### config.mk
export PLATFORM = sky130hd
export DESIGN_NAME = clock_divider_3phase
export DESIGN_NICKNAME = d
export VERILOG_FILES = /design/src/rtl/clock_divider_3phase.sv
export SDC_FILE = /design/constraint.sdc
export NUM_CORES = 1
export LEC_CHECK = 0
export CAP_MARGIN = 30
export CORE_MARGIN = 2
export CORE_UTILIZATION = 47
export DETAILED_ROUTE_END_ITERATION = 10
export GPL_TIMING_DRIVEN = 0
export PLACE_DENSITY = 0.78
export SLEW_MARGIN = 0
export SYNTH_ARGS = -nofsm -noshare
export SYNTH_HDL_FRONTEND = slang
export SYNTH_SLANG_ARGS = --single-unit
### constraint.sdc
create_clock -name CLOCK_50 -period 1.4 [get_ports CLOCK_50]
set_clock_uncertainty 0.05 [all_clocks]
set_input_delay 0.28 -clock CLOCK_50 [delete_from_list [all_inputs] [get_ports CLOCK_50]]
set_output_delay 0.28 -clock CLOCK_50 [all_outputs]
set_load 0.05 [all_outputs]
### src/rtl/clock_divider_3phase.sv
// clock_divider_3phase
// Three-phase clock generator: derives the 6502 phase clock (cpu_phi), the
// memory clock (mem_phi) and the video clock (vid_phi) from CLOCK_50, plus
// single-cycle CLOCK_50-domain strobes at the cpu_phi edges.
//
// Every output is a flop loaded from the decode of the next counter value,
// so each output always equals the decode of the current cnt/vcnt with no
// combinational path to the pins.
//
// Optional feature macro: CLKDIV_STEP_EN
//   When defined, step_mode/step_req ports exist and the CPU counter can be
//   parked at 0 and released one full CPU cycle at a time. vid_phi is never
//   affected. When undefined, the block always free-runs.

module clock_divider_3phase #(
  parameter int CPU_DIV   = 50,
  parameter int MEM_RISE  = 35,
  parameter int MEM_WIDTH = 10,
  parameter int VID_DIV   = 2
) (
  input  logic CLOCK_50,
  input  logic res_n,
`ifdef CLKDIV_STEP_EN
  input  logic step_mode,
  input  logic step_req,
`endif
  output logic cpu_phi,
  output logic mem_phi,
  output logic vid_phi,
  output logic cpu_rise_stb,
  output logic cpu_fall_stb
);

  // Counter widths are clamped to 1 so that illegal parameters still reach
  // the elaboration checks below instead of failing on a zero-width vector.
  localparam int CW = (CPU_DIV > 2) ? $clog2(CPU_DIV) : 1;
  localparam int VW = (VID_DIV > 2) ? $clog2(VID_DIV) : 1;

  localparam int CPU_HALF = CPU_DIV / 2;
  localparam int MEM_END  = MEM_RISE + MEM_WIDTH;
  // vid_phi is low for the first ceil(VID_DIV/2) counts, high for the rest.
  localparam int VID_HIGH_FROM = VID_DIV - (VID_DIV / 2);

  localparam logic [CW-1:0] CNT_LAST  = CW'(CPU_DIV - 1);
  localparam logic [VW-1:0] VCNT_LAST = VW'(VID_DIV - 1);
  localparam logic [CW-1:0] CNT_ONE   = CW'(1);
  localparam logic [VW-1:0] VCNT_ONE  = VW'(1);

  // Reject illegal configurations at elaboration time.
  if (CPU_DIV < 4 || (CPU_DIV % 2) != 0) begin : g_bad_cpu_div
    $error("clock_divider_3phase: CPU_DIV must be even and >= 4");
  end
  if (MEM_RISE < CPU_HALF) begin : g_bad_mem_rise
    $error("clock_divider_3phase: MEM_RISE must be >= CPU_DIV/2");
  end
  if (MEM_WIDTH < 1) begin : g_bad_mem_width
    $error("clock_divider_3phase: MEM_WIDTH must be >= 1");
  end
  if (MEM_END > CPU_DIV) begin : g_bad_mem_end
    $error("clock_divider_3phase: MEM_RISE+MEM_WIDTH must be <= CPU_DIV");
  end
  if (VID_DIV < 2) begin : g_bad_vid_div
    $error("clock_divider_3phase: VID_DIV must be >= 2");
  end

  // Output decodes of a counter value; shared by every registered output.
  function automatic logic cpu_decode(input logic [CW-1:0] c);
    return (int'(c) >= CPU_HALF);
  endfunction

  function automatic logic mem_decode(input logic [CW-1:0] c);
    return (int'(c) >= MEM_RISE) && (int'(c) < MEM_END);
  endfunction

  function automatic logic rise_decode(input logic [CW-1:0] c);
    return (int'(c) == CPU_HALF);
  endfunction

  function automatic logic vid_decode(input logic [VW-1:0] v);
    return (int'(v) >= VID_HIGH_FROM);
  endfunction

  logic [CW-1:0] cnt;
  logic [CW-1:0] cnt_nxt;
  logic [VW-1:0] vcnt;
  logic [VW-1:0] vcnt_nxt;
  logic          advance;
  logic          wrap;

`ifdef CLKDIV_STEP_EN
  // step_req comes from a panel switch: two flops bring it into the
  // CLOCK_50 domain, the third remembers the previous sample for edge detect.
  logic step_req_p0;
  logic step_req_p1;
  logic step_req_p2;
  logic step_edge;

  // Synchronise and delay step_req for rising-edge detection.
  always_ff @(posedge CLOCK_50 or negedge res_n) begin
    if (!res_n) begin
      step_req_p0 <= 1'b0;
      step_req_p1 <= 1'b0;
      step_req_p2 <= 1'b0;
    end else begin
      step_req_p0 <= step_req;
      step_req_p1 <= step_req_p0;
      step_req_p2 <= step_req_p1;
    end
  end

  assign step_edge = step_req_p1 & ~step_req_p2;

  // The counter only parks at 0; once released it always finishes the
  // cycle, which is why edges arriving mid-cycle are simply not looked at.
  always_comb begin
    advance = 1'b1;
    if (step_mode && (cnt == '0)) begin
      advance = step_edge;
    end
  end
`else
  // Free-running build: the CPU counter advances every cycle.
  always_comb begin
    advance = 1'b1;
  end
`endif

  // Next-state decode for both counters and the wrap event.
  always_comb begin
    cnt_nxt  = cnt;
    wrap     = 1'b0;
    if (advance) begin
      if (cnt == CNT_LAST) begin
        cnt_nxt = '0;
        wrap    = 1'b1;
      end else begin
        cnt_nxt = cnt + CNT_ONE;
      end
    end
    if (vcnt == VCNT_LAST) begin
      vcnt_nxt = '0;
    end else begin
      vcnt_nxt = vcnt + VCNT_ONE;
    end
  end

  // CPU and video counters.
  always_ff @(posedge CLOCK_50 or negedge res_n) begin
    if (!res_n) begin
      cnt  <= '0;
      vcnt <= '0;
    end else begin
      cnt  <= cnt_nxt;
      vcnt <= vcnt_nxt;
    end
  end

  // Registered outputs loaded from the decode of the next counter values;
  // cpu_fall_stb keys off the wrap itself so the post-reset cnt=0 is silent.
  always_ff @(posedge CLOCK_50 or negedge res_n) begin
    if (!res_n) begin
      cpu_phi      <= 1'b0;
      mem_phi      <= 1'b0;
      vid_phi      <= 1'b0;
      cpu_rise_stb <= 1'b0;
      cpu_fall_stb <= 1'b0;
    end else begin
      cpu_phi      <= cpu_decode(cnt_nxt);
      mem_phi      <= mem_decode(cnt_nxt);
      vid_phi      <= vid_decode(vcnt_nxt);
      cpu_rise_stb <= rise_decode(cnt_nxt);
      cpu_fall_stb <= wrap;
    end
  end

endmodule

==> flow_metrics.env <==
export IMPL_core_area_mm2=0.001301
export IMPL_setup_ws_ps=-155.0
export IMPL_rsz0062_at_grt="true"
export IMPL_firstDrtPassIters=4
export IMPL_synthCells=57
export IMPL_cts_buffer_depth=2
export IMPL_syn_area_um2=655.6
export IMPL_final_common_cell="dfrtp_1"
export IMPL_worstPathMaxFanout=6
export IMPL_dp_cells=78
export IMPL_crit_path_end_kind="register"
export IMPL_fin_util=0.7067
export IMPL_fin_crit_sh=1.111
export IMPL_combPwrFrac=0.015
export IMPL_area_delta_synth_final_pct=40.27
export IMPL_portBuffers=6
export IMPL_critPathKind="register to register"
export IMPL_clkPwrFrac=0.419
export IMPL_hp_class="primary input to asynchronous set/reset pin"
export IMPL_maxSlewHeadroom=0.6693
export IMPL_fp_row_count=13
export IMPL_run_status="finished, violations left"
export IMPL_syn_nets=63
export IMPL_htreeDepth=1
export IMPL_violations="negative setup slack"
export IMPL_cap_violations=0
export IMPL_cts_buffers=3
export IMPL_initial_core_util=0.5038
export IMPL_grt_pass1_vias=451
export IMPL_clockRootBuffer="clkbuf_4"
export IMPL_grtUsageTotal=0.2025
export IMPL_vias=496
export IMPL_cts_sinks=11
export IMPL_fmax_mhz=643.1
export IMPL_p_leak_nw=0.4215
export IMPL_setup_violations=3
export IMPL_r2r_start="cnt[0]$_DFF_PN0_"
export IMPL_grt_max_degree=12
export IMPL_p_sw_w=0.0001346
export IMPL_gp_congestion=0.8183
export IMPL_antenna_found_initial=0
export IMPL_ir_worst_vdd_mv=0.5649
export IMPL_cts_tree="built"
export IMPL_p_per_area_mw_per_mm2=609.6
export IMPL_die_x_um=41.35
export IMPL_crit_required_ps=1550
export IMPL_maxSlewViolCount=0
export IMPL_worstRegToRegCells=6
export IMPL_grt_pass1_wl_mm=2.097
export IMPL_wl_mm=1.513
export IMPL_synth_distinct_cells=30
export IMPL_die_h_um=41.35
export IMPL_period_minus_slack_ps=1555
export IMPL_p_int_w=0.0004260
export IMPL_power_frac_seq=0.566
export IMPL_r2r_slack_ps=-150
export IMPL_critical_path_arrival_ps=1700
export IMPL_fin_cells=90
export IMPL_ys_warn_count=0
export IMPL_cp_start_kind="register"
export IMPL_final_nets=82
export IMPL_clk_latency_ps=280
export IMPL_dp_hpwl_um=866
export IMPL_hold_violations=0
export IMPL_ys_ff_latch=11
export IMPL_worst_pin_slew_ps=494.5
export IMPL_num_io_pins=7
export IMPL_drive_gt1_frac=0.5867
export IMPL_wl_per_cell_um=16.81
export IMPL_place_ws_ps=-202.0
export IMPL_drtIter0Drc=11
export IMPL_r2r_end="mem_phi$_DFF_PN0_"
export IMPL_path_clk_slew_ps=80
export IMPL_switching_share=0.2401
export IMPL_avgViaCountPerCell=5.511
export IMPL_most_common_layout_cells="dfrtp_1, buf_4, clkdlybuf4s15_2, nand2_1"
export IMPL_antenna_diode_count=0
export IMPL_ctsHoldBuffers=0
export IMPL_yosysSeqAreaShare=0.4198
export IMPL_antenna_left=0
export IMPL_drc=0
export IMPL_overflow=0
export IMPL_dieArea_mm2=0.001710
export IMPL_avgSynthCellArea_um2=11.50
[registers in the layout (all words and copies together), names as in the netlist]
signal	count
cnt	6
cpu_fall_stb	1
cpu_phi	1
cpu_rise_stb	1
mem_phi	1
vcnt	1
[cells by family (layout without fill, tap and decap cells)]
kind of cell / after synthesis / count (layout) / share of synthesized area
buffers and inverters: 8 / 26 / 0.07059
XOR/XNOR: 2 / 2 / 0.03818
adder cells (fa/ha/maj): 4 / 4 / 0.07634
AND/OR/NAND/NOR: 23 / 23 / 0.3053
AO/OA/AOI/OAI: 8 / 8 / 0.07440
multiplexers: 1 / 1 / 0.01527
flip-flops: 11 / 11 / 0.4198
[area by class of cell]
class	instances	area, um^2
Multi-Input combinational cell	38	420.4
Fill cell	91	381.6
Sequential cell	11	277.8
Timing Repair Buffer	14	126.4
Buffer	3	27.53
Clock buffer	3	22.52
Inverter	5	21.27
Tap cell	15	18.77
Clock inverter	1	5.005
[synthesized netlist by cell type, drive strengths merged]
library cell / n / area, um^2
o221ai: 1 / 8.760
o21ai: 2 / 10.00
nor2b: 2 / 12.51
a21oi: 3 / 15.01
ha: 4 / 50.05
dfrtp: 11 / 275.3
or2b: 1 / 7.510
nor3: 1 / 10.01
nor4bb: 1 / 10.01
nand3: 1 / 5.000
nor4: 1 / 6.260
nand2: 4 / 15.01
nand3b: 3 / 35.03
buf: 3 / 27.52
nor3b: 2 / 20.02
nor2: 3 / 11.26
a211oi: 2 / 15.01
nand2b: 1 / 13.76
nand4: 1 / 21.27
inv: 5 / 18.76
xnor2: 1 / 16.27
mux2i: 1 / 10.01
or2: 1 / 8.760
nor4b: 1 / 23.77
xor2: 1 / 8.760
[what timing repair did]
action,in CTS,in global routing
cloned,0,0
buffers inserted,6,2
setup endpoints to repair,8,4
endpoints found under the hold margin,0,0
pin swaps,0,5
gates resized for setup,18,6
[worst max-delay path by stage]
stage	start	endpoint	cells past startpoint
after global placement	cnt[0]$_DFF_PN0_	cpu_phi$_DFF_PN0_	5
after CTS	cnt[0]$_DFF_PN0_	cpu_phi$_DFF_PN0_	6
after floorplan	cnt[0]$_DFF_PN0_	cpu_phi$_DFF_PN0_	6
after detailed placement	cnt[0]$_DFF_PN0_	cpu_phi$_DFF_PN0_	5
after global routing	cnt[0]$_DFF_PN0_	mem_phi$_DFF_PN0_	6
final	cnt[0]$_DFF_PN0_	mem_phi$_DFF_PN0_	6
[per-stage QoR]
step / hold WS, ps / TNS, ps / power [W] / area [um^2]
finish: 275.3 / -380.3 / 0.0005606 / 919.6
global route: 317.9 / -520.2 / 0.0005806 / 919.6
CTS: 290.8 / -280.0 / 0.0005566 / 868.3
detailed placement: 367.9 / -628.5 / 0.0003325 / 777.0
global placement: 359.4 / -523.2 / 0.0003320 / 777.0
floorplan: -65.59 / -55.47 / 0.0003238 / 698.2
[worst max-delay path: stages, from the launching register on]
cell and delay, ps:
dfrtp_2 480, inv_2 110, ha_4 190, or2b_1 250, buf_4 140, nand3b_1 70, nor4b_4 170
[power by group through the flow]
stage          clock [W]  combinational, W  sequential, W
6_report        0.000235        0.00000838       0.000317
5_1_grt         0.000253         0.0000101       0.000317
4_1_cts         0.000230        0.00000879       0.000317
3_5_place_dp           0        0.00000879       0.000324
3_3_place_gp           0        0.00000825       0.000324
2_1_floorplan          0    0.000000000196       0.000324
[routing by layer]
metal  wire length, um  track usage  part of all wire  vias up
met4                38       0.1210             0.025        0
met1               672       0.2424              0.44      248
li1                  -            -                 -      231
met2               754       0.3164              0.50       13
met3                48      0.06383             0.032        4
met5                 0            0                 0        -
(Power assumes the default switching activity.)
